[src/rtl/accel_pkg.sv]
// Shared constants for the accelerometer tilt filter: sample width and tilt codes.
package accel_pkg;

  localparam int ACCEL_W = 16;

  localparam logic [1:0] TILT_LEVEL = 2'b00;
  localparam logic [1:0] TILT_LEFT  = 2'b01;
  localparam logic [1:0] TILT_RIGHT = 2'b10;

endpackage

[src/rtl/accel_tilt_filter_if.sv]
// Sample-in / average-out bundle of the tilt filter; the filter takes the slave side.
interface accel_tilt_filter_if;
  import accel_pkg::*;

  logic                      sample_valid;
  logic signed [ACCEL_W-1:0] y_raw;
  logic signed [ACCEL_W-1:0] z_raw;
  logic signed [ACCEL_W-1:0] y_avg;
  logic signed [ACCEL_W-1:0] z_avg;
  logic                      avg_valid;
  logic                      filled;
  logic [1:0]                tilt;

  modport master (
    output sample_valid, y_raw, z_raw,
    input  y_avg, z_avg, avg_valid, filled, tilt
  );

  modport slave (
    input  sample_valid, y_raw, z_raw,
    output y_avg, z_avg, avg_valid, filled, tilt
  );

endinterface

[src/rtl/accel_ring_avg.sv]
// One-axis boxcar average: ring buffer + running sum, 2-cycle pipeline from in_valid to out_valid.
module accel_ring_avg
  import accel_pkg::*;
#(
  parameter int LOG2_DEPTH = 3
) (
  input  logic                      clk,
  input  logic                      reset,
  input  logic                      in_valid,
  input  logic signed [ACCEL_W-1:0] in_data,
  output logic                      out_valid,
  output logic signed [ACCEL_W-1:0] out_avg
);

  localparam int DEPTH = 1 << LOG2_DEPTH;
  localparam int SUM_W = ACCEL_W + LOG2_DEPTH;

  logic signed [ACCEL_W-1:0] ring [DEPTH];
  logic [LOG2_DEPTH-1:0]     wr_ptr;
  logic signed [ACCEL_W-1:0] new_q;
  logic signed [ACCEL_W-1:0] old_q;
  logic                      stage1_valid;
  logic signed [SUM_W-1:0]   sum_q;
  logic signed [SUM_W-1:0]   sum_next;

  assign sum_next = sum_q + {{LOG2_DEPTH{new_q[ACCEL_W-1]}}, new_q}
                          - {{LOG2_DEPTH{old_q[ACCEL_W-1]}}, old_q};

  // Power-of-two depth lets the pointer wrap by plain overflow.
  always_ff @(posedge clk or posedge reset) begin
    if (reset) begin
      wr_ptr       <= '0;
      new_q        <= '0;
      old_q        <= '0;
      stage1_valid <= 1'b0;
      for (int i = 0; i < DEPTH; i++) ring[i] <= '0;
    end else begin
      stage1_valid <= in_valid;
      if (in_valid) begin
        ring[wr_ptr] <= in_data;
        new_q        <= in_data;
        old_q        <= ring[wr_ptr];
        wr_ptr       <= wr_ptr + 1'b1;
      end
    end
  end

  // Dropping the low LOG2_DEPTH bits of the signed sum is the floor-toward-minus-infinity divide.
  always_ff @(posedge clk or posedge reset) begin
    if (reset) begin
      sum_q     <= '0;
      out_avg   <= '0;
      out_valid <= 1'b0;
    end else begin
      out_valid <= stage1_valid;
      if (stage1_valid) begin
        sum_q   <= sum_next;
        out_avg <= sum_next[SUM_W-1:LOG2_DEPTH];
      end
    end
  end

endmodule

[src/rtl/accel_tilt_filter.sv]
// Y/Z moving-average filter with tilt classification on the filtered Y axis.
// Define ACCEL_TILT_HYST_EN to make tilt stateful with a HYST-wide release band.
module accel_tilt_filter
  import accel_pkg::*;
#(
  parameter int         LOG2_DEPTH = 3,
  parameter logic [15:0] THRESH    = 16'd200,
  parameter logic [15:0] HYST      = 16'd40
) (
  input logic            clk,
  input logic            reset,
  accel_tilt_filter_if.slave bus
);

  localparam int DEPTH = 1 << LOG2_DEPTH;
  localparam logic [LOG2_DEPTH:0]  CNT_MAX  = (LOG2_DEPTH + 1)'(DEPTH);
  localparam logic [LOG2_DEPTH:0]  CNT_LAST = CNT_MAX - 1'b1;
  localparam logic signed [16:0]   THR_P    = {1'b0, THRESH};
  localparam logic signed [16:0]   THR_N    = -THR_P;
  localparam logic signed [16:0]   REL_P    = THR_P - {1'b0, HYST};
  localparam logic signed [16:0]   REL_N    = -REL_P;

  logic                      y_valid;
  logic                      z_valid;
  logic signed [ACCEL_W-1:0] y_avg;
  logic signed [ACCEL_W-1:0] z_avg;
  logic [LOG2_DEPTH:0]       cnt;
  logic                      fill_pend;
  logic                      filled;
  logic signed [16:0]        y_ext;
  logic [1:0]                tilt_prev;
  logic [1:0]                tilt_now;

  accel_ring_avg #(.LOG2_DEPTH(LOG2_DEPTH)) u_y_avg (
    .clk      (clk),
    .reset    (reset),
    .in_valid (bus.sample_valid),
    .in_data  (bus.y_raw),
    .out_valid(y_valid),
    .out_avg  (y_avg)
  );

  accel_ring_avg #(.LOG2_DEPTH(LOG2_DEPTH)) u_z_avg (
    .clk      (clk),
    .reset    (reset),
    .in_valid (bus.sample_valid),
    .in_data  (bus.z_raw),
    .out_valid(z_valid),
    .out_avg  (z_avg)
  );

  // From level this is the plain threshold rule, so the stateless build just pins prev to level.
  function automatic logic [1:0] classify(logic signed [16:0] y, logic [1:0] prev);
    logic [1:0] t;
    t = prev;
    case (prev)
      TILT_RIGHT: begin
        if (y < THR_N)      t = TILT_LEFT;
        else if (y < REL_P) t = TILT_LEVEL;
      end
      TILT_LEFT: begin
        if (y > THR_P)      t = TILT_RIGHT;
        else if (y > REL_N) t = TILT_LEVEL;
      end
      default: begin
        if (y > THR_P)      t = TILT_RIGHT;
        else if (y < THR_N) t = TILT_LEFT;
        else                t = TILT_LEVEL;
      end
    endcase
    return t;
  endfunction

  assign y_ext    = {y_avg[ACCEL_W-1], y_avg};
  assign tilt_now = classify(y_ext, tilt_prev);

`ifdef ACCEL_TILT_HYST_EN
  always_ff @(posedge clk or posedge reset) begin
    if (reset)              tilt_prev <= TILT_LEVEL;
    else if (bus.avg_valid) tilt_prev <= tilt_now;
  end
`else
  assign tilt_prev = TILT_LEVEL;
`endif

  // fill_pend rides alongside the averaging pipeline so filled rises with sample #DEPTH's result.
  always_ff @(posedge clk or posedge reset) begin
    if (reset) begin
      cnt       <= '0;
      fill_pend <= 1'b0;
      filled    <= 1'b0;
    end else begin
      fill_pend <= bus.sample_valid && (cnt == CNT_LAST);
      if (bus.sample_valid && (cnt != CNT_MAX)) cnt <= cnt + 1'b1;
      if (fill_pend) filled <= 1'b1;
    end
  end

  assign bus.y_avg     = y_avg;
  assign bus.z_avg     = z_avg;
  assign bus.avg_valid = y_valid & z_valid;
  assign bus.filled    = filled;
  assign bus.tilt      = tilt_now;

endmodule

[src/flat_wrapper.sv]
// flat-port wrapper written by rule: the top's interface ports become plain ports
module accel_tilt_filter_flat import accel_pkg::*;
#(
  parameter int         LOG2_DEPTH = 3,
  parameter logic [15:0] THRESH    = 16'd200,
  parameter logic [15:0] HYST      = 16'd40
)
  (clk, reset, bus_sample_valid, bus_y_raw, bus_z_raw, bus_y_avg, bus_z_avg, bus_avg_valid, bus_filled, bus_tilt);
  accel_tilt_filter_if bus_i ();
  input logic clk;
  input logic reset;
  input wire logic [$bits(bus_i.sample_valid)-1:0] bus_sample_valid;
  input wire logic [$bits(bus_i.y_raw)-1:0] bus_y_raw;
  input wire logic [$bits(bus_i.z_raw)-1:0] bus_z_raw;
  output wire logic [$bits(bus_i.y_avg)-1:0] bus_y_avg;
  output wire logic [$bits(bus_i.z_avg)-1:0] bus_z_avg;
  output wire logic [$bits(bus_i.avg_valid)-1:0] bus_avg_valid;
  output wire logic [$bits(bus_i.filled)-1:0] bus_filled;
  output wire logic [$bits(bus_i.tilt)-1:0] bus_tilt;
  assign bus_i.sample_valid = bus_sample_valid;
  assign bus_i.y_raw = bus_y_raw;
  assign bus_i.z_raw = bus_z_raw;
  assign bus_y_avg = bus_i.y_avg;
  assign bus_z_avg = bus_i.z_avg;
  assign bus_avg_valid = bus_i.avg_valid;
  assign bus_filled = bus_i.filled;
  assign bus_tilt = bus_i.tilt;
  accel_tilt_filter #(.LOG2_DEPTH(LOG2_DEPTH), .THRESH(THRESH), .HYST(HYST)) u_core (.clk(clk), .reset(reset), .bus(bus_i));
endmodule
[config.mk]
export PLATFORM = sky130hd
export DESIGN_NAME = accel_tilt_filter_flat
export DESIGN_NICKNAME = d
export VERILOG_FILES = /design/src/rtl/accel_pkg.sv /design/src/rtl/accel_tilt_filter_if.sv /design/src/rtl/accel_ring_avg.sv /design/src/rtl/accel_tilt_filter.sv /design/src/flat_wrapper.sv
export SDC_FILE = /design/constraint.sdc
export NUM_CORES = 1
export LEC_CHECK = 0
export CAP_MARGIN = 15
export CORE_MARGIN = 10
export CORE_UTILIZATION = 35
export DETAILED_ROUTE_END_ITERATION = 8
export GPL_ROUTABILITY_DRIVEN = 0
export MAX_ROUTING_LAYER = met4
export SETUP_SLACK_MARGIN = 0.5
export SLEW_MARGIN = 30
export SYNTH_ARGS = -nofsm -noshare
export SYNTH_HDL_FRONTEND = slang
export SYNTH_HIERARCHICAL = 1
export SYNTH_SLANG_ARGS = --single-unit
[constraint.sdc]
create_clock -name clk -period 11.8 [get_ports clk]
set_clock_uncertainty 0.15 [all_clocks]
set_input_delay 2.36 -clock clk [delete_from_list [all_inputs] [get_ports clk]]
set_output_delay 2.36 -clock clk [all_outputs]
set_load 0.01 [all_outputs]
After elaboration in Yosys (flattened, before gate mapping)
Index checks and enable logic that the tools add are counted. W data, S select, Z words.

Output and inout port bits: 36. Register bits after elaboration: 404. Logic and storage cells: 66. Input port bits: 35.

Order comparisons: 6. Add/sub/neg operators: 7. Bitwise logic cells: 2. Eq/ne operators: 2. Multiplexer cells: 14. Reduce and logical (&&, ||, !) cells: 4.

Operator list (number): $bwmux W128 (2); $bmux W16 S3 (2); $demux W16 S3 (2); $mux W16 (6); $add A19 B19 Y19 (2); $sub A19 B19 Y19 (2); $gt A16 B9 Y1 const B (1); $lt A16 B9 Y1 const B (1); $ge A4 B4 Y1 const B (2); $lt A4 B1 Y1 const B (2); $not A3 Y4 (2); $add A3 B1 Y3 const B (2); $add A4 B1 Y4 const B (1); $eq A4 B3 Y1 const B (1); $logic_and A1 B1 Y1 (4); $ne A4 B4 Y1 const B (1); $mux W2 (1); $mux W1 (1).

Longest topological paths before layout
Depth in word-level cells: 6. Gate-level depth with buffers: 12. Mapped depth without buffers: 12.

Hierarchy
The synthesis kept the hierarchy.

Modules (own cells, without submodules): accel_ring_avg at u_core.u_y_avg (cells an instance 728, seq. area each 4604.4 um^2, instances 1, area an instance 9364.0 um^2); accel_ring_avg at u_core.u_z_avg (cells an instance 727, seq. area each 4604.4 um^2, instances 1, area an instance 9318.9 um^2); accel_tilt_filter (cells an instance 34, seq. area each 150.1 um^2, instances 1, area an instance 350.3 um^2).

Worst setup path before layout
OpenSTA, ideal clock, no wires.

Path kind: input -> register. Start: input port bus_sample_valid. End: register u_core/u_z_avg/ring[48] (netlist name). Stages on the path: 5. Path buffers: 2. Setup slack: 7.763 ns. Data required time: 11.525 ns. Setup time: 0.125 ns. Data arrival time: 3.762 ns. Cell sequence: clkbuf_1 -> nand2b_1 -> nor3b_2 -> buf_2 -> mux2_2.

RTL lines: start, declared (RTL line flat_wrapper.sv:12) `input wire logic [$bits(bus_i.sample_valid)-1:0] bus_sample_valid;`; end signal, assigned by index (RTL line accel_ring_avg.sv:40) `ring[wr_ptr] <= in_data;`; end, declared (RTL line accel_ring_avg.sv:18) `logic signed [ACCEL_W-1:0] ring [DEPTH];`.

==> results.sh <==
export IMPL_cts_tree="built"
export IMPL_crit_path_end_kind="flip-flop"
export IMPL_cts_root_buf="clkbuf_16"
export IMPL_wl_per_cell_um=17.7
export IMPL_cp_required_ns=12.09
export IMPL_grt_max_degree=111
export IMPL_die_x_um=253
export IMPL_std_cell_rows=85
export IMPL_seq_area_frac_synth_pct=49.2
export IMPL_post_dp_hpwl_um=26700
export IMPL_grt_overflow=0
export IMPL_critPathLaunchType="primary input"
export IMPL_track_usage_pct=13.2
export IMPL_fin_util_pct=40.3
export IMPL_hold_buffers=0
export IMPL_crit_path_max_incr_delay_ns=0.82
export IMPL_p_clk_share_pct=18.4
export IMPL_seq_power_share_pct=30.5
export IMPL_post_place_cells=2177
export IMPL_firstDrtPassIters=4
export IMPL_grt_pass1_wl_um=66500
export IMPL_area_growth_pct=14.1
export IMPL_synth_ff_type="dfrtp_1"
export IMPL_path_class="primary input to flip-flop"
export IMPL_ios=71
export IMPL_min_period_over_period_pct=41.6
export IMPL_antenna_found_initial=0
export IMPL_drive_gt1_share_pct=28.7
export IMPL_maxCapViolations=0
export IMPL_synth_edff_count=0
export IMPL_multiInputGateArea_sq_um=8550
export IMPL_portBuffers=70
export IMPL_power_density_nw_per_um2=339
export IMPL_yosys_warnings=6
export IMPL_drc=0
export IMPL_synth_net_count=1604
export IMPL_drtAntennaViolNets=0
export IMPL_grt_pass1_vias=12000
export IMPL_cp_arrival_ns=5.19
export IMPL_ctsResizeCount=0
export IMPL_hold_viol_final=0
export IMPL_stdcell_count=2257
export IMPL_slew_limit_headroom_pct=38.5
export IMPL_via_per_inst=4.98
export IMPL_syn_instance_count=1489
export IMPL_initial_core_util_pct=35.4
export IMPL_cp_cell_sequence="buf_4 -> buf_4 -> nand2b_1 -> nor3b_4 -> mux2_2"
export IMPL_internal_power_uw=4610
export IMPL_post_cts_setup_buffers=0
export IMPL_cts_buffer_depth=3
export IMPL_cts_max_level=2
export IMPL_num_vias=11200
export IMPL_power_leakage_uw=0.00962
export IMPL_die_h_um=253
export IMPL_clock_fmax_ghz=0.204
export IMPL_avgSynthCellArea_sq_um=12.8
export IMPL_rsz0062_at_grt="false"
export IMPL_tightest_slew_ns=0.918
export IMPL_peakVddDrop_uv=149
export IMPL_synthesis_area_sq_um=19000
export IMPL_swShare_pct=37.4
export IMPL_synth_seq_cells=374
export IMPL_slew_violations=0
export IMPL_fin_nets=1642
export IMPL_power_switching_uw=2750
export IMPL_crit_top_cell="buf_4"
export IMPL_hold_path_class="flip-flop to flip-flop"
export IMPL_crit_path_max_fanout=80
export IMPL_ys_async_sr_fraction_pct=100
export IMPL_comb_power_share_pct=51.0
export IMPL_core_area_sq_um=53800
export IMPL_status="complete, no violations"
export IMPL_yosys_cell_types_count=73
export IMPL_drt_iter0_drc=606
export IMPL_crit_slowest_cell="nor3b_4"
export IMPL_clk_pin_slew_ns=0.06
export IMPL_cts_sinks=374
export IMPL_dieArea_sq_um=64100
export IMPL_seq_area_sq_um=9360
export IMPL_clk_latency_ns=0.56
export IMPL_fin_tns_setup_ns=0
export IMPL_routed_wl_um=40000
export IMPL_cts_buffers=43
export IMPL_fill_cells=5069
export IMPL_period_minus_slack_ns=4.90
export IMPL_setup_viol_count_final=0
[synthesized netlist by cell type, types with 3 or more instances]
library cell | count | area (sq um)
a211oi_1 | 6 | 45.0
a21o_1 | 18 | 135
a21oi_1 | 62 | 310
a31oi_1 | 3 | 18.8
and3_1 | 4 | 25.0
buf_2 | 27 | 135
buf_4 | 38 | 285
clkbuf_1 | 30 | 113
clkbuf_2 | 3 | 15.0
dfrtp_1 | 374 | 9360
fa_1 | 36 | 721
ha_1 | 44 | 551
inv_1 | 155 | 582
mux2_2 | 260 | 2930
mux2i_1 | 44 | 440
mux4_2 | 64 | 1440
nand2_1 | 68 | 255
nand2b_1 | 4 | 25.0
nand3_1 | 14 | 70.1
nand4_1 | 9 | 56.3
nand4b_1 | 6 | 52.6
nor2_1 | 45 | 169
nor3_1 | 5 | 25.0
nor3_2 | 4 | 40.0
nor3b_1 | 4 | 30.0
nor3b_2 | 4 | 50.1
o211ai_1 | 4 | 30.0
o21a_1 | 4 | 30.0
o21ai_0 | 57 | 285
o21ai_1 | 3 | 15.0
o21bai_1 | 5 | 37.5
o22ai_1 | 3 | 18.8
xnor2_1 | 22 | 193
xor2_1 | 12 | 105
[kinds of logic (layout without fill, tap and decap cells)]
group,Yosys count,in the layout,synth area share (%)
AO/OA/AOI/OAI,193,193,6.33
XOR/XNOR,34,34,1.56
adder cells (fa/ha/maj),80,80,6.68
buffers and inverters,255,326,5.98
flip-flops,374,374,49.2
multiplexers,369,369,25.3
other,0,1,0
AND/OR/NAND/NOR,184,184,4.95
[routing by layer]
| metal | up-vias | global-route usage [%] | wire length (um) |
|---|---|---|---|
| met4 | 0 | 3.53 | 785 |
| met1 | 5794 | 17.1 | 18500 |
| met5 | - | - | 0 |
| met2 | 133 | 21.0 | 19300 |
| li1 | 5270 | - | - |
| met3 | 50 | 2.43 | 1490 |
[area by class of cell]
class | instances | area share [%]
Clock buffer | 63 | 5.81
Antenna cell | 1 | 0.0115
Clock inverter | 15 | 0.876
Sequential cell | 374 | 43.1
Inverter | 155 | 2.74
Tap cell | 696 | 4.01
Multi-Input combinational cell | 860 | 39.4
Timing Repair Buffer | 93 | 4.05
[cells in the final DEF, fill, tap and decap left out, types with 4 or more instances in the layout]
| master | netlist | routed |
|---|---|---|
| a211oi_1 | 6 | 6 |
| a21o_1 | 18 | 18 |
| a21oi_1 | 62 | 62 |
| and3_1 | 4 | 4 |
| buf_4 | 38 | 22 |
| clkbuf_1 | 30 | 9 |
| clkbuf_16 | 0 | 43 |
| clkbuf_8 | 0 | 11 |
| clkdlybuf4s50_1 | 0 | 69 |
| clkinv_2 | 0 | 7 |
| dfrtp_1 | 374 | 372 |
| fa_1 | 36 | 36 |
| ha_1 | 44 | 44 |
| inv_1 | 155 | 153 |
| mux2_2 | 260 | 260 |
| mux2i_1 | 44 | 44 |
| mux4_2 | 64 | 64 |
| nand2_1 | 68 | 68 |
| nand2b_1 | 4 | 4 |
| nand3_1 | 14 | 14 |
| nand4_1 | 9 | 9 |
| nand4b_1 | 6 | 6 |
| nor2_1 | 45 | 45 |
| nor3_1 | 5 | 5 |
| nor3_2 | 4 | 4 |
| nor3b_1 | 4 | 4 |
| o211ai_1 | 4 | 4 |
| o21a_1 | 4 | 4 |
| o21ai_0 | 57 | 57 |
| o21bai_1 | 5 | 5 |
| xnor2_1 | 22 | 22 |
| xor2_1 | 12 | 12 |
[flip-flops by register name, indices dropped and copies added, names as in the netlist, 4 cells and up]
name / cells
u_core/u_y_avg/ring: 128
u_core/u_y_avg/new_q: 16
u_core/u_z_avg/out_avg: 16
u_core/u_z_avg/old_q: 16
u_core/u_z_avg/new_q: 16
u_core/u_y_avg/old_q: 16
u_core/cnt: 4
u_core/u_z_avg/ring: 128
u_core/u_y_avg/out_avg: 16
[through the flow]
stage | setup slack, ns | hold slack, ns | cell area (sq um) | total power (uW)
finish | 6.90 | 0.284 | 21700 | 7360
global route | 6.69 | 0.299 | 21700 | 7980
CTS | 6.86 | 0.287 | 21700 | 7440
detailed placement | 6.25 | 0.271 | 20200 | 6040
global placement | 6.12 | 0.270 | 20200 | 5920
floorplan | 4.29 | 0.202 | 19000 | 5200
[path summary, 6_finish.rpt]
path	from	slack, ns	end	depth (start not counted)
worst max-delay path	bus_sample_valid	6.90	u_core/u_y_avg/ring[62]	5
worst min-delay path	u_core/fill_pend	0.28	u_core/bus.filled	1
worst max register to register	u_core/u_z_avg/out_avg[2]	8.46	u_core/u_z_avg/out_avg[15]	10
worst min register to register	u_core/fill_pend	0.28	u_core/bus.filled	1
max in group asynchronous	reset	7.89	u_core/u_z_avg/new_q[13]	3
min in group asynchronous	reset	2.18	u_core/fill_pend	2
[power groups by stage]
stage          Combinational (uW)  Sequential (uW)  Clock [uW]
5_1_grt                      4200             2330        1460
6_report                     3760             2250        1360
4_1_cts                      3790             2250        1400
2_1_floorplan                3060             2130           0
3_3_place_gp                 3680             2240           0
3_5_place_dp                 3760             2270           0
[worst max-delay path, delay by kind of cell]
family,cells,cell delay (ns)
AND/OR/NAND/NOR,2,1.15
buffers and inverters,2,1.20
multiplexers,1,0.41
Power figures use the tool's default switching activity.
